$ cat src/rtl/flappy_pkg.sv
// Shared Flappy game definitions: FSM state encoding and display-bus defaults.
package flappy_pkg;
  typedef logic [1:0] state_t;

  localparam state_t ST_IDLE    = 2'd0;
  localparam state_t ST_PLAYING = 2'd1;
  localparam state_t ST_OVER    = 2'd2;

  localparam int MAX_STAGE = 9;
  localparam int STAGE_W   = 32;
endpackage

$ cat src/rtl/stage_progress_if.sv
// Game-event inputs and progress outputs between the game logic and the stage tracker.
interface stage_progress_if #(
  parameter int SCORE_W = 16
);
  logic                          start_game;
  logic                          pipe_passed;
  logic                          collision;
  logic [flappy_pkg::STAGE_W-1:0] stage;
  logic [SCORE_W-1:0]            score;
  logic                          playing;
  logic                          game_over;
  logic                          stage_up;

  modport master (
    output start_game, pipe_passed, collision,
    input  stage, score, playing, game_over, stage_up
  );

  modport slave (
    input  start_game, pipe_passed, collision,
    output stage, score, playing, game_over, stage_up
  );
endinterface

$ cat src/rtl/rise_detect.sv
// Rising-edge detector; the history register runs every cycle regardless of game state.
module rise_detect (
  input  logic clk,
  input  logic resetN,
  input  logic din,
  output logic rise
);
  logic prev_q;

  always_ff @(posedge clk) begin
    if (!resetN) prev_q <= 1'b0;
    else         prev_q <= din;
  end

  assign rise = din & ~prev_q;
endmodule

$ cat src/rtl/stage_progress.sv
// Flappy progression tracker: game FSM, saturating score, and stage advance every N points.
module stage_progress #(
  parameter int POINTS_PER_STAGE = 5,
  parameter int MAX_STAGE        = flappy_pkg::MAX_STAGE,
  parameter int SCORE_W          = 16
) (
  input  logic             clk,
  input  logic             resetN,
  stage_progress_if.slave  bus
);
  import flappy_pkg::*;

  localparam int STG_W = $clog2(MAX_STAGE + 1);
  localparam int PTS_W = (POINTS_PER_STAGE > 1) ? $clog2(POINTS_PER_STAGE) : 1;

  state_t             state_q, state_d;
  logic               clear, point, rise;
  logic [SCORE_W-1:0] score_q;
  logic [STG_W-1:0]   stage_q;
  logic [PTS_W-1:0]   pts_q;
  logic               stage_up_q;

  rise_detect u_rise (
    .clk    (clk),
    .resetN (resetN),
    .din    (bus.pipe_passed),
    .rise   (rise)
  );

  // Collision takes priority over a point scored on the same edge.
  always_comb begin
    state_d = state_q;
    clear   = 1'b0;
    point   = 1'b0;
    case (state_q)
      ST_IDLE, ST_OVER: begin
        if (bus.start_game) begin
          state_d = ST_PLAYING;
          clear   = 1'b1;
        end
      end
      ST_PLAYING: begin
        if (bus.collision) state_d = ST_OVER;
        else               point   = rise;
      end
      default: state_d = ST_IDLE;
    endcase
  end

  always_ff @(posedge clk) begin
    if (!resetN) begin
      state_q    <= ST_IDLE;
      score_q    <= '0;
      stage_q    <= '0;
      pts_q      <= '0;
      stage_up_q <= 1'b0;
    end else begin
      state_q    <= state_d;
      stage_up_q <= 1'b0;
      if (clear) begin
        score_q <= '0;
        stage_q <= '0;
        pts_q   <= '0;
      end else if (point) begin
        if (score_q != '1) score_q <= score_q + 1'b1;
        if (pts_q == PTS_W'(POINTS_PER_STAGE - 1)) begin
          pts_q <= '0;
          if (stage_q < STG_W'(MAX_STAGE)) begin
            stage_q    <= stage_q + 1'b1;
            stage_up_q <= 1'b1;
          end
        end else begin
          pts_q <= pts_q + 1'b1;
        end
      end
    end
  end

  assign bus.stage     = STAGE_W'(stage_q);
  assign bus.score     = score_q;
  assign bus.stage_up  = stage_up_q;
  assign bus.playing   = (state_q == ST_PLAYING);
  assign bus.game_over = (state_q == ST_OVER);
endmodule

$ cat src/flat_wrapper.sv
// flat-port wrapper written by rule: the top's interface ports become plain ports
module stage_progress_flat import flappy_pkg::*;
#(
  parameter int POINTS_PER_STAGE = 5,
  parameter int MAX_STAGE        = flappy_pkg::MAX_STAGE,
  parameter int SCORE_W          = 16
)
  (clk, resetN, bus_start_game, bus_pipe_passed, bus_collision, bus_stage, bus_score, bus_playing, bus_game_over, bus_stage_up);
  stage_progress_if #(.SCORE_W(SCORE_W)) bus_i ();
  input  logic clk;
  input  logic resetN;
  input wire logic [$bits(bus_i.start_game)-1:0] bus_start_game;
  input wire logic [$bits(bus_i.pipe_passed)-1:0] bus_pipe_passed;
  input wire logic [$bits(bus_i.collision)-1:0] bus_collision;
  output wire logic [$bits(bus_i.stage)-1:0] bus_stage;
  output wire logic [$bits(bus_i.score)-1:0] bus_score;
  output wire logic [$bits(bus_i.playing)-1:0] bus_playing;
  output wire logic [$bits(bus_i.game_over)-1:0] bus_game_over;
  output wire logic [$bits(bus_i.stage_up)-1:0] bus_stage_up;
  assign bus_i.start_game = bus_start_game;
  assign bus_i.pipe_passed = bus_pipe_passed;
  assign bus_i.collision = bus_collision;
  assign bus_stage = bus_i.stage;
  assign bus_score = bus_i.score;
  assign bus_playing = bus_i.playing;
  assign bus_game_over = bus_i.game_over;
  assign bus_stage_up = bus_i.stage_up;
  stage_progress #(.POINTS_PER_STAGE(POINTS_PER_STAGE), .MAX_STAGE(MAX_STAGE), .SCORE_W(SCORE_W)) u_core (.clk(clk), .resetN(resetN), .bus(bus_i));
endmodule
$ cat config.mk
export PLATFORM = sky130hd
export DESIGN_NAME = stage_progress_flat
export DESIGN_NICKNAME = d
export VERILOG_FILES = /design/src/rtl/flappy_pkg.sv /design/src/rtl/stage_progress_if.sv /design/src/rtl/rise_detect.sv /design/src/rtl/stage_progress.sv /design/src/flat_wrapper.sv
export SDC_FILE = /design/constraint.sdc
export NUM_CORES = 1
export LEC_CHECK = 0
export CAP_MARGIN = 20
export CORE_MARGIN = 8
export CORE_UTILIZATION = 45
export DETAILED_ROUTE_END_ITERATION = 16
export PLACE_DENSITY = 0.89
export REMOVE_ABC_BUFFERS = 1
export SLEW_MARGIN = 5
export SYNTH_ARGS = -nofsm -noshare
export SYNTH_HDL_FRONTEND = slang
export SYNTH_HIERARCHICAL = 1
export SYNTH_SLANG_ARGS = --single-unit
$ cat constraint.sdc
create_clock -name clk -period 1.9 [get_ports clk]
set_input_delay 0.19 -clock clk [delete_from_list [all_inputs] [get_ports clk]]
set_output_delay 0.19 -clock clk [all_outputs]
set_load 0.05 [all_outputs]
After elaboration in Yosys (flattened, before gate mapping)
Cells that the tools add are included.
Word-level totals
  output and inout port bits: 51
  word-level logic and storage cells: 37
  register bits after elaboration: 27
  bits of input ports: 5
Operators by class
  muxes and demuxes: 9
  $add $sub $neg: 3
  reductions and logical operators: 7
  eq/ne operators: 6
  bitwise operators: 5
  order comparisons: 1
Operator list (count)
  adder 16 x 1 -> 16 bit (second input constant): 1
  != test 16 bit (second input constant): 1
  2-to-1 mux 1 bit: 5
  adder 4 x 1 -> 4 bit (second input constant): 1
  less-than comparator 4 bit (second input constant): 1
  2-to-1 mux 2 bit: 2
  != test 2 bit (second input constant): 2
  inverter 1 bit: 4
  one-hot mux 2 bit (2 select lines): 1
  AND reduction 2 bit: 2
  OR reduction 2 bit: 2
  OR reduction 4 bit: 1
  adder 3 x 1 -> 3 bit (second input constant): 1
  == test 3 bit (second input constant): 1
  2-to-1 mux 3 bit: 1
  AND reduction 3 bit: 1
  == test 2 x 1 -> 1 bit (second input constant): 1
  == test 2 bit (second input constant): 1
  zero test 2 bit: 1
  AND 1 bit: 1

Longest topological paths before layout
Gate-level depths: netlist of run 1.
  word-level depth: 6
  gate-level depth with buffers: 7
  gate-level depth less buffers: 6

Cells and area by module
The synthesis of run 1 kept the hierarchy.
Modules (own cells, without submodules)
  stage_progress: area an instance 1525.2 um^2, instances 1, cells each 183, seq. area each 520.5 um^2
  rise_detect: area an instance 40.0 um^2, instances 1, cells each 3, seq. area each 20.0 um^2

Worst setup path before layout of run 1
OpenSTA, ideal clock, no wires.
  path type: reg-to-reg
  from: register u_core.score_q[0] (netlist: u_core/bus.score[0])
  to: register u_core.score_q[14] (netlist: u_core/bus.score[14])
  cell stages (with the launch flop): 6
  path slack: -0.086 ns
  library setup time: 0.070 ns
  period minus slack after synthesis: 1.986 ns
  arrival: 1.916 ns
  cells stage by stage: dfxtp_1 ha_1 and4_1 nand3_1 or4_1 a21oi_1
Between the ends
  longest elaborated chain between the ends: 2
  elaborated cells on any way between the ends: 3
  those cells by class: 1 x add/sub; 1 x eq/ne; 1 x reduce/logical
Ends and longest elaborated chain
  from (decl): line stage_progress.sv:18  | logic [SCORE_W-1:0] score_q;
  from (signal assigned): line stage_progress.sv:65  | if (score_q != '1) score_q <= score_q + 1'b1;
  parallel branches: the longest is 2 deep, another holds adder 16 x 1 -> 16 bit
Several ways; the timed one is not identified.
A chain may end at the register's enable or synchronous reset.

Final worst setup path of run 1
  from: register u_core.score_q[11] (netlist: u_core/bus.score[11])
  to: output bus_score[11]
RTL lines
  to (decl): line flat_wrapper.sv:16  | output wire logic [$bits(bus_i.score)-1:0] bus_score;
No word-level cell between the ends.

==> results of run 1 <==
## layout make-up
cell class	count	area share (%)
Multi-Input combinational cell	142	44.8
Sequential cell	27	28.6
Timing Repair Buffer	42	20.3
Tap cell	46	3.05
Inverter	9	1.79
Clock buffer	3	1.19
Clock inverter	1	0.265
## path summary, 6_finish.rpt
check	from	to	depth (start not counted)
hold reg to reg	u_core/pts_q[0]	u_core/pts_q[0]	2
setup / recovery	u_core/bus.score[11]	bus_score[11]	1
hold / removal	bus_pipe_passed	u_core/u_rise/prev_q	2
setup reg to reg	u_core/bus.score[0]	u_core/bus.score[14]	5
## state kept, by name, summed over array words and instances (netlist names)
register,cells
u_core/bus.score,16
u_core/stage_q,4
u_core/pts_q,3
u_core/state_q,2
u_core/bus.stage_up,1
u_core/u_rise/prev_q,1
## cell families (layout without fill, tap and decap cells)
group / Yosys count / in the layout / synth area share (%)
xor gates and xnor gates: 1 / 1 / 0.560
DFF: 27 / 27 / 34.5
buffers and inverters: 44 / 55 / 18.3
adders and majority gates: 5 / 5 / 4.00
other: 1 / 28 / 0.240
muxes: 2 / 2 / 1.28
AOI/OAI and AO/OA: 38 / 38 / 14.9
and+or+nand+nor: 68 / 68 / 26.1
## cell usage in the layout (no fill, tap or decap), types with 3 or more instances in the layout
cell type | synthesis | final
or4_1 | 8 | 8
nor2_1 | 9 | 9
nand3_1 | 5 | 5
or3_1 | 5 | 5
clkbuf_4 | 0 | 3
dfxtp_1 | 27 | 27
ha_1 | 5 | 5
clkdlybuf4s50_1 | 0 | 23
o31ai_1 | 9 | 9
and3_1 | 4 | 4
nand3b_1 | 3 | 3
conb_1 | 1 | 28
a21oi_1 | 18 | 18
nand2_1 | 11 | 11
o21ai_0 | 6 | 5
nand4_1 | 6 | 6
buf_4 | 30 | 17
nor3_1 | 3 | 3
inv_1 | 9 | 9
## metrics by stage
stage	hold slack, ns	setup slack [ns]
after detailed placement	0.472	-0.137
after floorplan	0.312	-0.923
final	0.448	0.0741
after CTS	0.432	0.0383
after global placement	0.464	-0.0809
after global routing	0.444	0.00278
## layer usage
metal | GRT usage [%] | vias up | part of all wire, %
li1 | - | 688 | -
met1 | 14.5 | 633 | 43
met2 | 20.4 | 45 | 48
met3 | 2.40 | 6 | 6.9
met4 | 5.87 | 0 | 1.7
met5 | 0 | - | 0
## report_power, final
part           leakage, uW  switching (uW)  internal (uW)
sequential        0.000218            4.10            571
combinational     0.000504             160           29.3
clock            0.0000177             165           78.8
==> impl_metrics.csv, run 1 <==
group,metric,value,unit
layout,layout.cells.non_filler,270,
worst_setup_path,reg2reg_slack,0.21,ns
clock_tree,hold_buffers,0,
routing,drc,0,
clock_tree,cts_buffers,3,
clock_tree,cts_tree,"done",
yosys,synth_common_cells,"buf_4, dfxtp_1, a21oi_1, nand2_1",
place,placed_cells,266,
yosys,syn_inst,186,
grt,grt_pass1_wl,5470,um
yosys,synth.cell_area,1570,um2
layout,layout-drive-gt1-share,11.6,%
routing,drt_pass1_iterations,5,
routing,ant_nets,0,
routing,wl_per_cell,12.8,um
layout,utilization,56.6,%
yosys,synth_top_area_share,34.5,%
worst_setup_path,crit_buf_inv,1,
grt,grt_pass1_vias,1271,
yosys,synth_area_leaders,"dfxtp_1, buf_4, a21oi_1",
die,fp.dieH,75.0,um
die,num_io_pins,56,
yosys,yosys.cell_types.count,37,
layout,seqCellArea,541,um2
sta,finalMaxSlewViolations,0,
yosys,async_reset_ff_share,0,%
sta,slew_headroom,65.8,%
clock_tree,cts_resized,0,
worst_setup_path,cp.arrival,1.64,ns
sta,hold_viol_final,0,
worst_setup_path,crit_family,"buffers and inverters",
grt,overflow,0,
worst_setup_path,worstPathMaxFanout,7,
clock_tree,cts-root-buf,"clkbuf_4",
clock_tree,cts_setup_buffers,0,
die,die_area,5620,um2
routing,vias_per_cell,5.08,
grt,grt_usage,12.2,%
layout,multi_input_area,846,um2
sta,fin_setup_tns,0,ns
worst_setup_path,cp-end-kind,"output port",
layout,fin_area,1890,um2
place,hpwlAfterDp,2720,um
clock_tree,clk_latency,0.32,ns
die,rows,21,
run_status,status,"completed",
grt,antenna_found_initial,0,
yosys,synth_edf_count,0,
worst_setup_path,critPathLaunchType,"flop",
routing,wl,3440,um
yosys,yosys_most_used_dff,"dfxtp_1",
place,placed_area,1860,um2
routing,vias,1372,
layout,areaGrowthSynthToFinish,20.6,%
layout,diodes,0,
hold_path,hp-class,"in -> reg",
sta,tightest_slew,0.512,ns
clock_tree,clk_pin_slew,0.14,ns
grt,grt_start_max_net_pins,19,
place,io_buffer_count,27,
layout,n_fill_cell,329,
place,gp_congestion,0.807,
flow_run,maxCapViolCount,0,
sta,fmax,548,MHz
die,die_w,75.0,um
clock_tree,cts.sink_count,27,
power,power,1010,uW
layout,final_nets,235,
clock_tree,htree_levels,1,
sta,rsz0062_at_grt,"no",
yosys,synth_top_area_cell,"dfxtp_1",
clock_tree,clockBufferDepth,2,
power,power_density,534,nW/um2
power,ir_drop,0.318,mV
worst_setup_path,crit_path_max_incr_delay,0.85,ns
power,p_leak,0.000740,uW
worst_setup_path,worst_ep_required_time,1.71,ns
worst_setup_path,worstPathCellList,"clkdlybuf4s50_1",
yosys,yosysMostFrequentCell,"buf_4",
die,core-area,3340,um2
sta,setup_viol,0,
yosys,ys_seq_area_share,34.5,%
yosys,avgSynthCellArea,8.42,um2
worst_setup_path,worstSetupPathType,"reg -> out",
routing,drtIter0Drc,59,
sta,period_minus_slack,1.83,ns
sta,period_share,96.1,%
sta,clock_skew,0.00484,ns
worst_setup_path,cp_slowest_cell,"clkdlybuf4s50_1",
yosys,synth_warnings,6,
die,start_util,46.9,%
yosys,ys_ff_latch,27,
(Power assumes the default switching activity.)
==> inputs of run 2 (changes only) <==
PLACE_DENSITY = 0.8   (was 0.89)
==> run 2 against run 1 <==
Net effect:
- via count is 0.51% lower
- wire length fell by 1.8%
- critical path depth rose by 1
- largest cell class unchanged
- critical endpoint is now bus_score[0]
- final cell count did not move
- fmax up 0.58%
- register-to-register slack lost 0.03 ns
==> impl_metrics.csv, run 2 (synthesized netlist as in run 1, its figures left out) <==
group,metric,value,unit
run_status,status,"completed",
layout,layout_commonest_cell,"conb_1",
sta,fin_setup_tns,0,ns
worst_setup_path,worstSetupPathType,"reg -> out",
layout,seqCellArea,541,um2
routing,vias,1365,
worst_setup_path,reg2reg_slack,0.18,ns
sta,worst_slack,0.0847,ns
power,ir_drop,0.307,mV
power,p_switching,330,uW
layout,layout-drive-gt1-share,11.6,%
worst_setup_path,worstPathCellList,"buf_4, clkdlybuf4s50_1",
clock_tree,cts_tree,"done",
clock_tree,clk_pin_slew,0.14,ns
power,p_int,679,uW
clock_tree,clk_latency,0.32,ns
die,core-area,3340,um2
place,gp_congestion,0.822,
power,p_leak,0.000740,uW
worst_setup_path,r2r_cells,5,
worst_setup_path,cp.arrival,1.63,ns
worst_setup_path,critPathLaunchType,"flop",
power,power_frac_clock,24.3,%
layout,final_cell_mix,"conb_1, dfxtp_1, clkdlybuf4s50_1, a21oi_1, buf_4",
hold_path,whs_endpoint,"u_core/u_rise/prev_q",
worst_setup_path,r2r_start,"u_core/bus.score[0]",
place,pre_cts_ws,-0.150,ns
grt,grt_pass1_vias,1225,
worst_setup_path,worstPathMaxFanout,5,
place,hpwlAfterDp,2690,um
die,fp.dieH,75.0,um
worst_setup_path,worst_ep_required_time,1.71,ns
routing,wl,3380,um
grt,grt_pass1_wl,5470,um
sta,slew_headroom,65.7,%
grt,overflow,0,
layout,multi_input_area,846,um2
layout,areaGrowthSynthToFinish,20.6,%
sta,period_share,95.5,%
clock_tree,hold_buffers,0,
grt,grt_usage,12.1,%
power,pwr-share-seq,57.0,%
sta,setup_viol,0,
routing,ant_nets,0,
grt,grt_start_max_net_pins,21,
layout,final_nets,235,
power,power_frac_comb,18.8,%
layout,n_fill_cell,326,
die,rows,21,
hold_path,hp-class,"in -> reg",
hold_path,holdPathStages,2,
sta,clock_skew,0.00644,ns
sta,hold_viol_final,0,
routing,vias_per_cell,5.06,
power,power,1010,uW
worst_setup_path,crit_family,"buffers and inverters",
worst_setup_path,crit_buf_inv,2,
routing,drt_pass1_iterations,4,
clock_tree,cts.sink_count,27,
sta,period_minus_slack,1.82,ns
routing,wl_per_cell,12.5,um
die,die_w,75.0,um
layout,diodes,0,
die,start_util,46.9,%
sta,finalMaxSlewViolations,0,
place,io_buffer_count,27,
worst_setup_path,timing.rr.end,"u_core/bus.score[14]",
grt,antenna_found_initial,0,
worst_setup_path,cp-end-kind,"output port",
sta,fmax,551,MHz
clock_tree,clockBufferDepth,2,
clock_tree,cts-root-buf,"clkbuf_4",
power,switching_share,32.7,%
die,die_area,5620,um2
layout,largest_reg_flops,16,
sta,tightest_slew,0.514,ns
worst_setup_path,crit_path_max_incr_delay,0.81,ns
routing,drc,0,
hold_path,hp-start,"bus_pipe_passed",
worst_setup_path,cp_slowest_cell,"clkdlybuf4s50_1",
power,power_density,535,nW/um2
routing,drtIter0Drc,88,
die,num_io_pins,56,
sta,rsz0062_at_grt,"no",
clock_tree,htree_levels,1,
clock_tree,cts_buffers,3,
flow_run,maxCapViolCount,0,
[run 2: cell counts in the layout (fill, tap and decap cells not counted)]
No cell type changed its count.
[run 2: per-stage QoR]
stage	instances	hold slack [ns]	cell area, um2	util, %
after floorplan	178	0.312	1410	-
after global placement	266	0.465	1860	55.6
after detailed placement	266	0.474	1860	55.6
after CTS	270	0.457	1880	56.4
after global routing	270	0.464	1890	56.6
final	270	0.473	1890	56.6
[run 2: area by class of cell]
class	instances	share of cell area, %
Timing Repair Buffer	42	20.3
Inverter	9	1.79
Clock buffer	3	1.19
Sequential cell	27	28.6
Tap cell	46	3.05
Clock inverter	1	0.265
Multi-Input combinational cell	142	44.8
[run 2: how the worst max path moves through the flow]
| stage | to | from | depth (start not counted) | slack, ns |
|---|---|---|---|---|
| final | bus_score[0] | u_core/bus.score[0] | 2 | 0.08 |
| after global routing | bus_score[3] | u_core/bus.score[3] | 1 | 0.01 |
| after CTS | bus_score[11] | u_core/bus.score[11] | 1 | 0.06 |
| after detailed placement | u_core/bus.score[7] | bus_pipe_passed | 8 | -0.15 |
| after global placement | u_core/bus.score[9] | bus_pipe_passed | 6 | -0.11 |
| after floorplan | u_core/bus.score[15] | u_core/bus.score[0] | 5 | -0.92 |
[run 2: repair_timing]
item,4_1_cts,5_1_grt
gates resized for setup,0,2
buffers inserted,0,0
endpoints found under the setup margin,0,2
hold endpoints to repair,0,0
[run 2: power groups by stage]
stage               Combinational (uW)  Sequential (uW)  Clock, uW
floorplan                          154              587          0
global placement                   187              587          0
detailed placement                 187              587          0
CTS                                188              575        259
global route                       198              576        278
finish                             189              575        245
[run 2: layer usage]
layer	wire [um]	vias to the layer above	track usage (%)
li1	-	688	-
met1	1440	630	14.5
met2	1640	45	20.6
met3	270	2	2.93
met4	35	0	3.91
met5	0	-	0
==> inputs of run 3 (changes only) <==
clock period = 1.7 ns   (was 1.9 ns; I/O delays follow)
==> run 3 against run 2 <==
Net effect:
- sequential power grew 12%
- largest power group unchanged
- die area did not move
- critical path depth is 5 higher
- clock skew up 0.0098 ns
- register-to-register slack worse by 0.14 ns
- first-iteration DRC count down 2.3%
- flip-flop and latch count unchanged
- final area rose by 0.40%
- utilization increased by 0.22 points
- combinational power is 15% higher
==> impl_metrics.csv, run 3 (synthesized netlist as in run 1, its figures left out) <==
group,metric,value,unit
worst_setup_path,r2r_cells,6,
worst_setup_path,worst_ep_required_time,1.92,ns
layout,utilization,56.8,%
grt,overflow,0,
routing,drt_pass1_iterations,4,
worst_setup_path,cp-end-kind,"flop",
layout,largest_reg_flops,16,
worst_setup_path,r2r_start,"u_core/bus.score[1]",
worst_setup_path,cp-endpoint,"u_core/bus.score[11]",
sta,slew_headroom,66.1,%
sta,whs,0.463,ns
worst_setup_path,cp.arrival,1.89,ns
die,die_w,75.0,um
layout,layout.cells.non_filler,271,
worst_setup_path,timing.rr.end,"u_core/bus.score[11]",
layout,final_nets,236,
place,gp_congestion,0.792,
run_status,status,"completed",
sta,clock_skew,0.0162,ns
sta,tightest_slew,0.507,ns
sta,fmax,597,MHz
worst_setup_path,worstPathMaxFanout,9,
layout,areaGrowthSynthToFinish,21.1,%
flow_run,maxCapViolCount,0,
clock_tree,cts_tree,"done",
sta,setup_viol,0,
hold_path,hp-start,"bus_pipe_passed",
die,rows,21,
sta,finalMaxSlewViolations,0,
clock_tree,cts-root-buf,"clkbuf_4",
sta,rsz0062_at_grt,"yes",
grt,grt_start_max_net_pins,23,
routing,wl_per_cell,13.0,um
worst_setup_path,startpoint,"bus_pipe_passed",
layout,layout-drive-gt1-share,24.0,%
sta,period_share,98.5,%
place,hpwlAfterDp,2600,um
hold_path,hp-class,"in -> reg",
clock_tree,clk_pin_slew,0.15,ns
die,num_io_pins,56,
routing,vias,1386,
sta,hold_viol_final,0,
layout,layout_commonest_cell,"buf_4",
routing,drtIter0Drc,86,
place,placed_cells,267,
clock_tree,htree_levels,1,
die,die_area,5620,um2
clock_tree,hold_buffers,0,
grt,grt_usage,12.1,%
layout,diodes,0,
power,power_density,600,nW/um2
worst_setup_path,critPathLaunchType,"input pin",
routing,ant_nets,0,
die,core-area,3340,um2
clock_tree,cts_buffers,3,
grt,antenna_found_initial,0,
clock_tree,clockBufferDepth,2,
worst_setup_path,worstSetupPathType,"in -> reg",
die,fp.dieH,75.0,um
routing,drc,0,
place,io_buffer_count,27,
sta,period_minus_slack,1.67,ns
clock_tree,clk_latency,0.32,ns
worst_setup_path,reg2reg_slack,0.04,ns
die,start_util,46.9,%
grt,grt_pass1_wl,5550,um
routing,wl,3520,um
layout,final_cell_mix,"buf_4, conb_1, dfxtp_1, a21oi_1, nand2_1",
power,ir_drop,0.267,mV
grt,grt_pass1_vias,1271,
power,p_leak,0.000759,uW
routing,vias_per_cell,5.11,
clock_tree,cts.sink_count,27,
run 3: changes by cell type in the layout (fill, tap and decap cells not counted), sizes merged:
cell and delta:
buf +21, clkbuf +1, clkdlybuf4s50 -18, clkinv -1, dlymetal6s2s -2
run 3: layer usage:
layer / vias to the layer above / GRT usage [%] / part of all wire (%)
li1: 685 / - / -
met1: 650 / 15.8 / 44
met2: 47 / 20.0 / 48
met3: 4 / 1.46 / 6.5
met4: 0 / 3.91 / 1.4
met5: - / 0 / 0
run 3: worst min-delay path by stage:
| stage | to | slack [ns] | depth (start not counted) |
|---|---|---|---|
| final | u_core/u_rise/prev_q | 0.46 | 2 |
| after global routing | u_core/u_rise/prev_q | 0.44 | 2 |
| after CTS | u_core/u_rise/prev_q | 0.45 | 2 |
| after detailed placement | u_core/pts_q[0] | 0.47 | 2 |
| after global placement | u_core/pts_q[1] | 0.46 | 2 |
| after floorplan | u_core/u_rise/prev_q | 0.29 | 1 |
run 3: cell type report:
class                      instances  area, um2
fill                             323       1440
multi-input combinational        142        876
sequential                        27        542
timing repair buffer              43        360
tap                               46       57.6
inverter                           9       33.8
clock buffer                       4       26.3
run 3: critical path: stages:
cell             delay (ns)
clkdlybuf4s50_1        0.48
nor2b_4                0.14
and4bb_2               0.31
nand4_4                0.17
buf_4                  0.18
o31ai_1                0.33
a21oi_1                0.11
run 3: per-stage QoR:
stage          TNS, ns  worst slack, ns  total power (uW)  cell area, um2
6_report             0           0.0255              1140            1900
5_1_grt         -0.118          -0.0536              1180            1900
4_1_cts              0          0.00335              1140            1860
3_5_place_dp     -2.39           -0.308               870            1840
3_3_place_gp     -2.14           -0.282               870            1840
2_1_floorplan   -13.49            -1.12               829            1410
run 3: where the power goes:
part | leakage [uW] | internal [uW] | switching (uW)
registers | 0.000218 | 638 | 4.43
clock network | 0.0000150 | 91.7 | 185
logic | 0.000526 | 38.0 | 180
run 3: repair_timing:
item,4_1_cts,5_1_grt
gates resized for setup,0,9
endpoints found under the hold margin,0,0
endpoints found under the setup margin,0,8
buffers inserted,0,0
